<file path="src/rtl/axil_cfg_writer.sv">
// Turns one (addr, data, strb) command into a single AXI4-Lite write, one at a time.
// A saturating watchdog flags transactions whose B response takes too long.
module axil_cfg_writer #(
  parameter int ADDR_W  = 32,
  parameter int TIMEOUT = 1023
) (
  input  logic              clk,
  input  logic              rstn,
  input  logic              cmd_valid,
  output logic              cmd_ready,
  input  logic [ADDR_W-1:0] cmd_addr,
  input  logic [31:0]       cmd_data,
  input  logic [3:0]        cmd_strb,
  output logic [ADDR_W-1:0] m_axi_awaddr,
  output logic [2:0]        m_axi_awprot,
  output logic              m_axi_awvalid,
  input  logic              m_axi_awready,
  output logic [31:0]       m_axi_wdata,
  output logic [3:0]        m_axi_wstrb,
  output logic              m_axi_wvalid,
  input  logic              m_axi_wready,
  input  logic [1:0]        m_axi_bresp,
  input  logic              m_axi_bvalid,
  output logic              m_axi_bready,
  output logic              done_valid,
  output logic [1:0]        done_resp,
  output logic              err_timeout,
  input  logic              err_clr,
  output logic              busy,
  output logic [1:0]        dbg_state
);

  typedef enum logic [1:0] {
    S_IDLE  = 2'd0,
    S_ISSUE = 2'd1,
    S_RESP  = 2'd2
  } state_t;

  localparam logic [15:0] TIMEOUT_C = 16'(TIMEOUT);

  state_t state_q, state_d;

  logic [ADDR_W-1:0] awaddr_q, awaddr_d;
  logic [31:0]       wdata_q, wdata_d;
  logic [3:0]        wstrb_q, wstrb_d;
  logic              awvalid_q, awvalid_d;
  logic              wvalid_q, wvalid_d;
  logic              bready_q, bready_d;
  logic              aw_done_q, aw_done_d;
  logic              w_done_q, w_done_d;
  logic              done_valid_q, done_valid_d;
  logic [1:0]        done_resp_q, done_resp_d;
  logic [15:0]       cnt_q, cnt_d;
  logic              err_q, err_d;

  logic cmd_fire, aw_hs, w_hs, b_hs, aw_all, w_all;

  // Held low during reset; also held off for the done_valid cycle so a new
  // command is only taken the cycle after completion is reported.
  assign cmd_ready = rstn && (state_q == S_IDLE) && !done_valid_q;
  assign cmd_fire  = cmd_valid && cmd_ready;
  assign aw_hs     = awvalid_q && m_axi_awready;
  assign w_hs      = wvalid_q && m_axi_wready;
  assign b_hs      = bready_q && m_axi_bvalid;
  assign aw_all    = aw_done_q || aw_hs;
  assign w_all     = w_done_q || w_hs;

  // State register
  always_ff @(posedge clk or negedge rstn) begin
    if (!rstn) state_q <= S_IDLE;
    else       state_q <= state_d;
  end

  // Next-state logic
  always_comb begin
    state_d = state_q;
    unique case (state_q)
      S_IDLE:  if (cmd_fire)        state_d = S_ISSUE;
      S_ISSUE: if (aw_all && w_all) state_d = S_RESP;
      S_RESP:  if (b_hs)            state_d = S_IDLE;
      default:                      state_d = S_IDLE;
    endcase
  end

  // Output / datapath next values
  always_comb begin
    awaddr_d     = awaddr_q;
    wdata_d      = wdata_q;
    wstrb_d      = wstrb_q;
    awvalid_d    = awvalid_q;
    wvalid_d     = wvalid_q;
    bready_d     = bready_q;
    aw_done_d    = aw_done_q;
    w_done_d     = w_done_q;
    done_valid_d = 1'b0;
    done_resp_d  = done_resp_q;
    unique case (state_q)
      S_IDLE: begin
        if (cmd_fire) begin
          awaddr_d  = cmd_addr;
          wdata_d   = cmd_data;
          wstrb_d   = cmd_strb;
          awvalid_d = 1'b1;
          wvalid_d  = 1'b1;
          bready_d  = 1'b0;
          aw_done_d = 1'b0;
          w_done_d  = 1'b0;
        end
      end
      S_ISSUE: begin
        if (aw_hs) begin
          awvalid_d = 1'b0;
          aw_done_d = 1'b1;
        end
        if (w_hs) begin
          wvalid_d = 1'b0;
          w_done_d = 1'b1;
        end
        if (aw_all && w_all) begin
          awvalid_d = 1'b0;
          wvalid_d  = 1'b0;
          bready_d  = 1'b1;
          aw_done_d = 1'b0;
          w_done_d  = 1'b0;
        end
      end
      S_RESP: begin
        if (b_hs) begin
          bready_d     = 1'b0;
          done_valid_d = 1'b1;
          done_resp_d  = m_axi_bresp;
        end
      end
      default: begin
        awvalid_d = 1'b0;
        wvalid_d  = 1'b0;
        bready_d  = 1'b0;
      end
    endcase
  end

  // Watchdog: counts every busy cycle, saturates at TIMEOUT; clear beats set.
  always_comb begin
    cnt_d = cnt_q;
    err_d = err_q;
    if (state_q == S_IDLE) begin
      cnt_d = '0;
    end else if (cnt_q != TIMEOUT_C) begin
      cnt_d = cnt_q + 16'd1;
      if (cnt_d == TIMEOUT_C) err_d = 1'b1;
    end
    if (err_clr) err_d = 1'b0;
  end

  always_ff @(posedge clk or negedge rstn) begin
    if (!rstn) begin
      awaddr_q     <= '0;
      wdata_q      <= '0;
      wstrb_q      <= '0;
      awvalid_q    <= 1'b0;
      wvalid_q     <= 1'b0;
      bready_q     <= 1'b0;
      aw_done_q    <= 1'b0;
      w_done_q     <= 1'b0;
      done_valid_q <= 1'b0;
      done_resp_q  <= 2'b00;
      cnt_q        <= '0;
      err_q        <= 1'b0;
    end else begin
      awaddr_q     <= awaddr_d;
      wdata_q      <= wdata_d;
      wstrb_q      <= wstrb_d;
      awvalid_q    <= awvalid_d;
      wvalid_q     <= wvalid_d;
      bready_q     <= bready_d;
      aw_done_q    <= aw_done_d;
      w_done_q     <= w_done_d;
      done_valid_q <= done_valid_d;
      done_resp_q  <= done_resp_d;
      cnt_q        <= cnt_d;
      err_q        <= err_d;
    end
  end

  assign m_axi_awaddr  = awaddr_q;
  assign m_axi_awprot  = 3'b000;
  assign m_axi_awvalid = awvalid_q;
  assign m_axi_wdata   = wdata_q;
  assign m_axi_wstrb   = wstrb_q;
  assign m_axi_wvalid  = wvalid_q;
  assign m_axi_bready  = bready_q;
  assign done_valid    = done_valid_q;
  assign done_resp     = done_resp_q;
  assign err_timeout   = err_q;
  assign busy          = (state_q != S_IDLE);
  assign dbg_state     = state_q;

endmodule

</file>
<file path="config.mk">
export PLATFORM = sky130hd
export DESIGN_NAME = axil_cfg_writer
export DESIGN_NICKNAME = d
export VERILOG_FILES = /design/src/rtl/axil_cfg_writer.sv
export SDC_FILE = /design/constraint.sdc
export NUM_CORES = 1
export LEC_CHECK = 0
export BUFFER_PORTS_ARGS = -buffer_cell sky130_fd_sc_hd__clkbuf_2
export CAP_MARGIN = 10
export CORE_MARGIN = 3
export CORE_UTILIZATION = 54
export CTS_BUF_LIST = sky130_fd_sc_hd__clkbuf_8
export CTS_CLUSTER_DIAMETER = 80
export DETAILED_ROUTE_END_ITERATION = 8
export GPL_TIMING_DRIVEN = 0
export PLACE_DENSITY = 0.95
export SYNTH_ARGS = -nofsm -noshare
export SYNTH_HDL_FRONTEND = slang
export SYNTH_SLANG_ARGS = --single-unit
</file>
<file path="constraint.sdc">
create_clock -name clk -period 3.86 [get_ports clk]
set_input_delay 0.193 -clock clk [delete_from_list [all_inputs] [get_ports clk]]
set_output_delay 0.193 -clock clk [all_outputs]
set_load 0.005 [all_outputs]
</file>
==> run metrics, run 1 <==
RSZ-0062 raised after global routing=false; EDFF count, synth=0; Synth Area per Inst=13.30 sq um; DPL Wire Length=between 7 and 8 mm; crit path buf inv count=4; Ant. Diodes=0; CTS buffer count=9; CP max FO=69; #FFs+latches synth=94; Worst R2R Setup Slack=1.80 ns; 1st-iter DRT viols=65; design area=5050 sq um; Final period util=a little over two thirds; Layout area overhead=29.11%; Via Count=2956; initial core utilization=a little under three fifths; CTS Buffer Depth=2; global placer's final weighted congestion=0.9102; hold slack=approximately 0.04 ns; CTS resizes=0; top_reg_cell synth=dfrtp_1; slowest CP cell=dlygate4sd3_1; clk slew on worst S/H paths=about 0.09 ns; post-synthesis async set-or-reset flop share=100.0%; ANT nets after route=0; outcome=completed; most frequent cells in the layout=154 x clkbuf_2, 94 x dfrtp_1, 70 x mux2_2; Post-Route Setup TNS=0 ns; largest net degree at the start of global routing=70; commonest non-fill, non-tap cell in the layout=clkbuf_2; Root Driver=clkbuf_8; max_cap viols=0; Worst-Skew Late Latency=approximately 0.35 ns; grt total ovfl=0; Max Freq=between 300 and 400 MHz; complex-gate fraction of the synthesized area=3.615%; Die Span X=91.11 um; largest family of logic cells by synthesized area=multiplexers; CTS Hold Bufs=1; CTS tree=done; IO Count=159; Placed Area=roughly 4800 sq um; P_leak=~2.5 nW; Power Density=about 700 nW/um^2; Final Max Slew Viols=0; Crit path depth=7; Reg2Reg Depth=4; post-synthesis mux area share=20.41%; post-synthesis simple-gate area fraction=about 9.0%; IO Port Bufs=155; Crit path required time=about 4 ns; Worst path max stage delay=0.52 ns; peak supply drop=between 0.3 and 0.4 mV; die area=about 8300 sq um; antenna violations before repair=0; nets=543; critical path endpoint category=flip-flop; Setup CP Type=input port to flip-flop; synthesized area=3911 sq um; Fin. Hold Viols=0; CP startpoint kind=input port; critical-path cell list=dlygate4sd3_1 > clkbuf_4 > buf_16 > nor4b_2 > nand2_1 > buf_2 > mux2_2; Crit path arrival time=roughly 2.9 ns; Die Ht=91.11 um; CP delay by family, top=buffers and inverters; vias in the first global route=3176; DRC=0; # setup viols final=0; Final min period=2.683 ns; Synth cell types=36; Synth Area in Adders=0.6398%; area of the core=6907 sq um; Worst Clk Skew=0.01221 ns; Total Routed Length=~9.3 mm; synth warn=0; clock sink count=94; DR WL/cell=16.42 um; Hold Path Class=input port to flip-flop; cell row count=30; Seq/Total Area, Yosys=60.14%; number of vias per cell=5.241; hold path depth=2; total track usage=22.76%; htree depth=3; Post-Syn Instances=294; drt pass-1 iters=4; fraction of layout cells with a size suffix above 1=55.13%; post-CTS setup buffer count=0; first-pass GRT wire length=between 15 and 20 mm; Synth Area in XOR/XNOR=3.583%
==> metrics by stage <==
| stage | setup slack, ns | instances | power (mW) | util (%) |
|---|---|---|---|---|
| finish | 1.177 | 564 | 3.520 | 73.12 |
| global route | 1.016 | 564 | 3.733 | 73.12 |
| CTS | 1.164 | 564 | 3.551 | 73.12 |
| detailed placement | 1.333 | 548 | 2.920 | 70.14 |
| global placement | 0.3104 | 547 | 2.790 | 69.71 |
| floorplan | 2.126 | 296 | 2.236 | - |
==> power by group <==
part,switching [mW],internal (mW)
Combinational,0.543,0.685
Clock,0.334,0.300
Sequential,0.260,1.40
==> layout make-up <==
| class | instances | area (sq um) |
|---|---|---|
| buffer | 13 | 73.82 |
| clock buffer | 9 | 123.9 |
| clock inverter | 6 | 71.32 |
| fill | 487 | 1857 |
| inverter | 7 | 26.28 |
| multi-input combinational | 182 | 1466 |
| sequential | 94 | 2352 |
| tap | 96 | 120.1 |
| timing repair buffer | 157 | 815.8 |
==> per-layer routing <==
metal / up-vias / part of all wire, % / track usage [%]
li1: 1349 / - / -
met1: 1442 / 36 / 25.08
met2: 132 / 54 / 41.20
met3: 33 / 6.0 / 4.143
met4: 0 / 3.8 / 12.44
met5: - / 0 / 0
==> flip-flops by register name, indices dropped and copies added (netlist names), 2 cells and up <==
register / cells
m_axi_awaddr: 32
done_resp: 2
cnt_q: 16
dbg_state: 2
m_axi_wstrb: 4
m_axi_wdata: 32
==> cells by family (layout without fill, tap and decap cells) <==
group	after synthesis	count (layout)
flops	94	94
mux	71	71
simple gates	66	66
compound gates	24	24
buf+inv	20	192
xor+xnor	16	16
fa+ha+maj	2	2
other cells	1	3
==> synthesized netlist by cell type (4+ instances only) <==
master / n / area share, %
nor2_1: 19 / 1.8
xnor2_1: 11 / 2.5
buf_2: 8 / 1.0
o21ai_0: 4 / 0.51
dfrtp_1: 94 / 60
nand2_1: 20 / 1.9
nand3_1: 8 / 1.0
a21oi_1: 10 / 1.3
buf_4: 4 / 0.77
mux2_2: 70 / 20
inv_1: 7 / 0.67
xor2_1: 5 / 1.1
==> path summary, 6_finish.rpt <==
path	endpoint	startpoint
worst min register to register	m_axi_wdata[7]$_DFFE_PN0P_	m_axi_wdata[7]$_DFFE_PN0P_
min in group asynchronous	m_axi_wdata[11]$_DFFE_PN0P_	rstn
max in group asynchronous	m_axi_wdata[9]$_DFFE_PN0P_	rstn
worst max register to register	m_axi_awaddr[0]$_DFFE_PN0P_	dbg_state[1]$_DFFE_PN0P_
worst max-delay path	m_axi_awaddr[0]$_DFFE_PN0P_	rstn
worst min-delay path	err_timeout$_DFFE_PN0P_	err_clr
==> worst reg2reg max path: cells and delay by family, from the launching register on <==
family        cells  cell delay (ns)
mux               1             0.32
flops             1             0.47
buf+inv           1             0.31
simple gates      2             0.85
No activity file was read; power rests on OpenSTA's default activity.
==> inputs of run 2 (changes only) <==
--- a/config.mk
+++ b/config.mk
@@ -5,15 +5,16 @@
 export SDC_FILE = /design/constraint.sdc
 export NUM_CORES = 1
 export LEC_CHECK = 0
+export ABC_AREA = 1
 export BUFFER_PORTS_ARGS = -buffer_cell sky130_fd_sc_hd__clkbuf_2
 export CAP_MARGIN = 10
 export CORE_MARGIN = 3
-export CORE_UTILIZATION = 54
+export CORE_UTILIZATION = 46
 export CTS_BUF_LIST = sky130_fd_sc_hd__clkbuf_8
 export CTS_CLUSTER_DIAMETER = 80
 export DETAILED_ROUTE_END_ITERATION = 8
 export GPL_TIMING_DRIVEN = 0
-export PLACE_DENSITY = 0.95
+export PLACE_DENSITY = 0.89
 export SYNTH_ARGS = -nofsm -noshare
 export SYNTH_HDL_FRONTEND = slang
 export SYNTH_SLANG_ARGS = --single-unit
==> constraint.sdc (replaced) <==
create_clock -name clk -period 2.2 [get_ports clk]
set_input_delay 0.11 -clock clk [delete_from_list [all_inputs] [get_ports clk]]
set_output_delay 0.11 -clock clk [all_outputs]
set_load 0.005 [all_outputs]
==> run 2 against run 1 <==
  * Die area is 21% higher
  * Register-to-register slack worse by 1.5 ns
  * Sequential power is 70% higher
  * Wire length is 34% higher
  * Cell count is 51% higher
  * Via count is 42% higher
  * Total power is 79% higher
  * Clock skew is 0.0048 ns lower
  * Critical path depth is 2 higher
  * Largest cell class unchanged
==> run metrics, run 2 <==
# setup viols final=0 (unchanged); EDFF count, synth=0 (unchanged); worst reg2reg endpoint=cnt_q[0]$_DFFE_PN0P_; Worst path max stage delay=0.44 ns (-0.08 ns); Synth top area share=57.58% (-2.6 points); Synth Area in XOR/XNOR=0.2144% (-3.4 points); IO Port Bufs=155 (unchanged); slowest CP cell=dfrtp_1; Worst R2R Setup Slack=0.27 ns (-1.53 ns); Synth Area per Inst=8.187 sq um (-38%); Worst Clk Skew=0.007441 ns (-0.004765 ns); total track usage=26.16% (+3.4 points); fin cells=852 (+51%); post-synthesis async set-or-reset flop share=100.0% (unchanged); antenna violations before repair=0 (unchanged); initial core utilization=48.50% (-8.1 points); Fin. Hold Viols=0 (unchanged); Synth area leaders=dfrtp_1 58%, nand2_1 25%, inv_1 2.5%, nor2_1 2.2%, buf_4 1.8%; Hold Path Class=input port to flip-flop; DR WL/cell=14.54 um (-11%); outcome=completed; ANT nets after route=0 (unchanged); Die Span X=100.2 um (+10%); post-CTS setup buffer count=0 (unchanged); first-pass GRT wire length=20.97 mm (+39%); vias in the first global route=4460 (+40%); post-synthesis mux area share=0% (-20 points); Root Driver=clkbuf_8; most frequent cells in the layout=269 x nand2_1, 154 x clkbuf_2, 94 x dfrtp_1; global placer's final weighted congestion=0.8749 (-3.9%); CP delay by family, top=simple AND/OR/NAND/NOR gates; Post-Syn Instances=499 (+70%); 1st-iter DRT viols=180 (+180%); CTS Buffer Depth=2 (unchanged); DPL Wire Length=8.048 mm (+8.9%); WHS Endpoint=m_axi_awaddr[28]$_DFFE_PN0P_; Critical Path Most Common Cell=nand2_1; synth warn=0 (unchanged); htree depth=3 (unchanged); nets=820 (+51%); Crit path arrival time=2.18 ns (-0.73 ns); synthesized area=4085 sq um (+4.4%); Power Density=1057 nW/um^2 (+52%); Layout area overhead=45.91%; hold path depth=4 (+2); Crit path required time=2.45 ns (-1.63 ns); P_leak=3.313 nW (+31%); CP startpoint kind=flip-flop; #FFs+latches synth=94 (unchanged); cell row count=33 (+10%); die area=10050 sq um (+21%); most numerous cell in the Yosys netlist=nand2_1; top_reg_cell synth=dfrtp_1; number of vias per cell=4.939 (-5.8%); relative slew slack=62.87%; critical-path cell list=ha_1 > nand2_1 > nor2_2 > nand2_1 > inv_1 > nand4_1 > inv_1 > nand2_1 > o21ai_0; grt total ovfl=0 (unchanged); Final period util=87.61%; total power=6.298 mW (+79%); post-synth top area cell=dfrtp_1; Final Max Slew Viols=0 (unchanged); area of the core=8423 sq um (+22%); critical path endpoint category=flip-flop; Seq/Total Area, Yosys=57.58% (-2.6 points); Max Freq=518.8 MHz; Reg2Reg Depth=9 (+5); post-layout util=70.77% (-2.3 points); complex-gate fraction of the synthesized area=2.971% (-0.64 points); DRC=0 (unchanged); Via Count=4208 (+42%); largest family of logic cells by synthesized area=simple AND/OR/NAND/NOR gates; CTS tree=done; peak supply drop=0.5839 mV (+47%); fraction of layout cells with a size suffix above 1=27.48% (-28 points); commonest cells in the netlist=269 x nand2_1, 94 x dfrtp_1, 27 x inv_1; commonest non-fill, non-tap cell in the layout=nand2_1; Placed Cells=762 (+39%); Final min period=just under 2 ns; RR Startpoint=cnt_q[0]$_DFFE_PN0P_; max_cap viols=0 (unchanged); RSZ-0062 raised after global routing=false; Worst-Skew Late Latency=0.35 ns (about the same); IO Count=159 (unchanged); drt pass-1 iters=5 (+1); slew of the pin with the lowest slew margin=0.5570 ns; CP max FO=6 (-91%); Synth Area in Adders=0.6126% (-0.027 points); Die Ht=100.2 um (+10%); clock sink count=94 (unchanged); CTS buffer count=9 (unchanged); Total Routed Length=12.38 mm (+34%); Synth cell types=30 (-17%); worst hold start=cmd_valid; Setup CP Type=flip-flop to flip-flop; post-synthesis simple-gate area fraction=32.74% (+24 points); largest net degree at the start of global routing=60 (-14%); crit path buf inv count=2 (-2); clk slew on worst S/H paths=0.09 ns (about the same)
run 2: cell count changes after synthesis, moves of 5 or more:
cell,delta
xor2_1,-5
inv_1,+20
nand3_1,+6
nor2_1,+5
mux2_2,-70
nor2_2,+5
buf_4,+6
nand2_1,+249
xnor2_1,-10
run 2: tightest hold or removal path, delay by kind of cell:
family / cells / cell delay, ns
and+or+nand+nor: 3 / 0.24
buffers and inverters: 1 / 0.10
run 2: cell families (layout without fill, tap and decap cells):
kind of cell,after synthesis,after routing
adder cells (fa/ha/maj),2,2
buffers and inverters,48,293
XOR/XNOR,1,1
other,1,4
AO/OA/AOI/OAI,22,22
AND/OR/NAND/NOR,331,331
flip-flops,94,94
run 2: how the worst max path moves through the flow:
stage                                    start  cells after the start  slack (ns)                  endpoint
after CTS                 cnt_q[0]$_DFFE_PN0P_                      9        0.30      cnt_q[0]$_DFFE_PN0P_
after floorplan           cnt_q[1]$_DFFE_PN0P_                     12        0.72   err_timeout$_DFFE_PN0P_
after global placement                    rstn                      9       -0.77  m_axi_wvalid$_DFFE_PN0P_
after detailed placement  cnt_q[0]$_DFFE_PN0P_                      9        0.34      cnt_q[0]$_DFFE_PN0P_
final                     cnt_q[0]$_DFFE_PN0P_                      9        0.27      cnt_q[0]$_DFFE_PN0P_
after global routing      cnt_q[0]$_DFFE_PN0P_                      9        0.13      cnt_q[0]$_DFFE_PN0P_
run 2: final cells by class:
| cell class | instances | area [sq um] |
|---|---|---|
| multi-input cells | 359 | 1504 |
| plain buffers | 19 | 125.1 |
| clock inverters | 7 | 73.82 |
| diodes | 1 | 2.502 |
| flip-flops and latches | 94 | 2352 |
| repair buffers | 229 | 1536 |
| fillers | 646 | 2462 |
| clock buffers | 9 | 123.9 |
| inverters | 29 | 111.4 |
| well taps | 105 | 131.4 |
run 2: metrics by stage:
stage,setup WS (ns),TNS (ns),instance area (sq um),hold slack (ns)
after floorplan,0.7155,0,4093,-0.1856
after global placement,-0.7702,-53.02,5000,0.2722
after detailed placement,0.3358,0,5030,0.1600
after CTS,0.2996,0,5958,0.1427
after global routing,0.1299,0,5958,0.1629
final,0.2725,0,5961,0.1452
run 2: timing repair:
item / CTS / global route
setup endpoints to repair: 0 / 0
hold buffers: 73 / 0
gates resized for setup: 0 / 0
endpoints found under the hold margin: 107 / 0
run 2: report_power, final:
group	switching [mW]	internal, mW	total, mW
clock	0.623	0.530	1.15
sequential	0.433	2.39	2.83
combinational	1.29	1.03	2.32
total	2.35	3.95	6.30
run 2: layer usage:
metal | GRT usage, % | share of wire (%) | up-vias
met5 | 0 | 0 | -
met1 | 29.14 | 36 | 1951
met2 | 47.04 | 53 | 192
met3 | 5.698 | 6.4 | 55
li1 | - | - | 2010
met4 | 12.75 | 4.1 | 0
==> inputs of run 3 (changes only) <==
--- a/config.mk
+++ b/config.mk
@@ -14,7 +14,7 @@
 export CTS_CLUSTER_DIAMETER = 80
 export DETAILED_ROUTE_END_ITERATION = 8
 export GPL_TIMING_DRIVEN = 0
-export PLACE_DENSITY = 0.89
+export PLACE_DENSITY = 0.78
 export SYNTH_ARGS = -nofsm -noshare
 export SYNTH_HDL_FRONTEND = slang
 export SYNTH_SLANG_ARGS = --single-unit
==> run 3 against run 2 <==
  * Sequential share of layout area is 0.074 points lower
  * First-iteration DRC count grew 19%
  * Total power rose by 0.67%
  * Maximum frequency rose by 3.4%
  * Critical path type unchanged
  * Critical endpoint unchanged
  * Largest cell class unchanged
  * Largest power group unchanged
==> run metrics, run 3 (same netlist as run 2, synthesis figures left out) <==
Crit path required time=2.47 ns (+0.02 ns); IO Port Bufs=155 (unchanged); Cell Int Power=3.983 mW (+0.80%); ANT nets after route=0 (unchanged); drt pass-1 iters=5 (unchanged); Worst Clk Skew=0.008969 ns (+0.001528 ns); Final Worst Setup Slack=0.3357 ns (+0.06323 ns); vias in the first global route=4383 (-1.7%); outcome=completed; Final min period=1.864 ns (-0.06323 ns); Setup CP Type=flip-flop to flip-flop; cell row count=33 (unchanged); Die Ht=100.2 um (unchanged); largest net degree at the start of global routing=56 (-6.7%); Final Max Slew Viols=0 (unchanged); Via Count=4201 (-0.17%); total track usage=25.46% (-0.71 points); Clock Power Share=18.7% (+0.4 points); multi-input logic area=1504 sq um (unchanged); combinational power share=36.4% (-0.4 points); Power Density=1062 nW/um^2 (+0.48%); Crit path arrival time=2.14 ns (-0.04 ns); relative slew slack=60.73% (-2.1 points); nets=820 (unchanged); Post-Route Setup TNS=0 ns (unchanged); P_leak=3.322 nW (+0.28%); Max Freq=536.4 MHz (+3.4%); CTS Buffer Depth=2 (unchanged); post-CTS setup buffer count=0 (unchanged); Total Routed Length=12.43 mm (+0.36%); initial core utilization=48.50% (unchanged); Worst-Skew Late Latency=0.35 ns (about the same); Final period util=84.74% (-2.9 points); die area=10050 sq um (unchanged); fraction of layout cells with a size suffix above 1=27.61% (+0.13 points); commonest non-fill, non-tap cell in the layout=nand2_1; Worst R2R Setup Slack=0.34 ns (+0.06 ns); Place WS=0.3545 ns (+0.01877 ns); DR WL/cell=14.57 um (+0.24%); Layout area overhead=46.19%; DRC=0 (unchanged); Flop pwr share=44.9% (about the same); DPL Wire Length=7.875 mm (-2.1%); Seq. cell area=2352 sq um (unchanged); switching power=2.357 mW (+0.45%); number of vias per cell=4.925 (-0.28%); most frequent cells in the layout=269 x nand2_1, 154 x clkbuf_2, 94 x dfrtp_1; Hold Path Class=input port to flip-flop; max_cap viols=0 (unchanged); htree depth=3 (unchanged); grt total ovfl=0 (unchanged); slew of the pin with the lowest slew margin=0.5890 ns (+0.03200 ns); peak supply drop=0.5961 mV (+2.1%); critical path endpoint category=flip-flop; antenna violations before repair=0 (unchanged); 1st-iter DRT viols=215 (+19%); Fin. Hold Viols=0 (unchanged); area of the core=8423 sq um (unchanged); CP startpoint kind=flip-flop; IO Count=159 (unchanged); clk slew on worst S/H paths=0.09 ns (about the same); first-pass GRT wire length=20.28 mm (-3.3%); Fillers=598 (-7.4%); # setup viols final=0 (unchanged); CTS tree=done; CP max FO=6 (unchanged); clock sink count=94 (unchanged); Sw Ratio=37.17% (-0.082 points); Die Span X=100.2 um (unchanged); Root Driver=clkbuf_8; RSZ-0062 raised after global routing=false; global placer's final weighted congestion=0.8922 (+2.0%); CTS buffer count=9 (unchanged)
## run 3: worst max-delay path: stages, from the launching register on
cell     delay (ns)
dfrtp_1        0.44
ha_1           0.27
nand2_1        0.10
nor2_2         0.22
nand2_1        0.10
inv_1          0.10
nand4_1        0.27
inv_1          0.16
nand2_1        0.05
o21ai_0        0.07
## run 3: final timing paths
kind | startpoint | to | depth (start not counted)
worst max-delay path | cnt_q[1]$_DFFE_PN0P_ | cnt_q[0]$_DFFE_PN0P_ | 9
worst min-delay path | cmd_valid | m_axi_awaddr[28]$_DFFE_PN0P_ | 4
worst max register to register | cnt_q[1]$_DFFE_PN0P_ | cnt_q[0]$_DFFE_PN0P_ | 9
worst min register to register | m_axi_wdata[15]$_DFFE_PN0P_ | m_axi_wdata[15]$_DFFE_PN0P_ | 2
max in group asynchronous | rstn | m_axi_awaddr[2]$_DFFE_PN0P_ | 3
min in group asynchronous | rstn | cnt_q[2]$_DFFE_PN0P_ | 2
## run 3: power by group through the flow
stage | sequential, mW | combinational, mW | clock [mW]
2_1_floorplan | 2.84 | 1.03 | 0
3_3_place_gp | 2.80 | 2.09 | 0
3_5_place_dp | 2.82 | 2.17 | 0
4_1_cts | 2.80 | 2.27 | 1.21
5_1_grt | 2.91 | 2.59 | 1.27
6_report | 2.84 | 2.31 | 1.19
## run 3: metal layers
layer / GRT usage (%) / up-vias / wire length [um]
met3: 6.463 / 33 / 959
met5: 0 / - / 0
met1: 28.34 / 1961 / 4674
li1: - / 2012 / -
met4: 11.30 / 0 / 359
met2: 45.67 / 195 / 6434
## run 3: what timing repair did
item / 4_1_cts / 5_1_grt
resized for setup: 0 / 0
endpoints found under the hold margin: 111 / 0
hold buffers: 73 / 0
## run 3: final cells by class
class                      instances  area share (%)
clock buffer                      10           2.305
sequential                        94           39.39
clock inverter                     6           1.152
inverter                          29           1.865
timing repair buffer             229           25.73
tap                              105           2.200
buffer                            19           2.095
multi-input combinational        359           25.18
antenna                            2         0.08380
## run 3: stage by stage
stage / instances / cell area [sq um] / hold slack, ns / power (mW) / utilization [%]
finish: 853 / 5972 / 0.1352 / 6.340 / 70.90
global route: 851 / 5967 / 0.1727 / 6.772 / 70.84
CTS: 851 / 5967 / 0.1375 / 6.283 / 70.84
detailed placement: 762 / 5030 / 0.1746 / 4.987 / 59.71
global placement: 761 / 5000 / 0.2742 / 4.887 / 59.36
floorplan: 501 / 4093 / -0.1856 / 3.870 / -
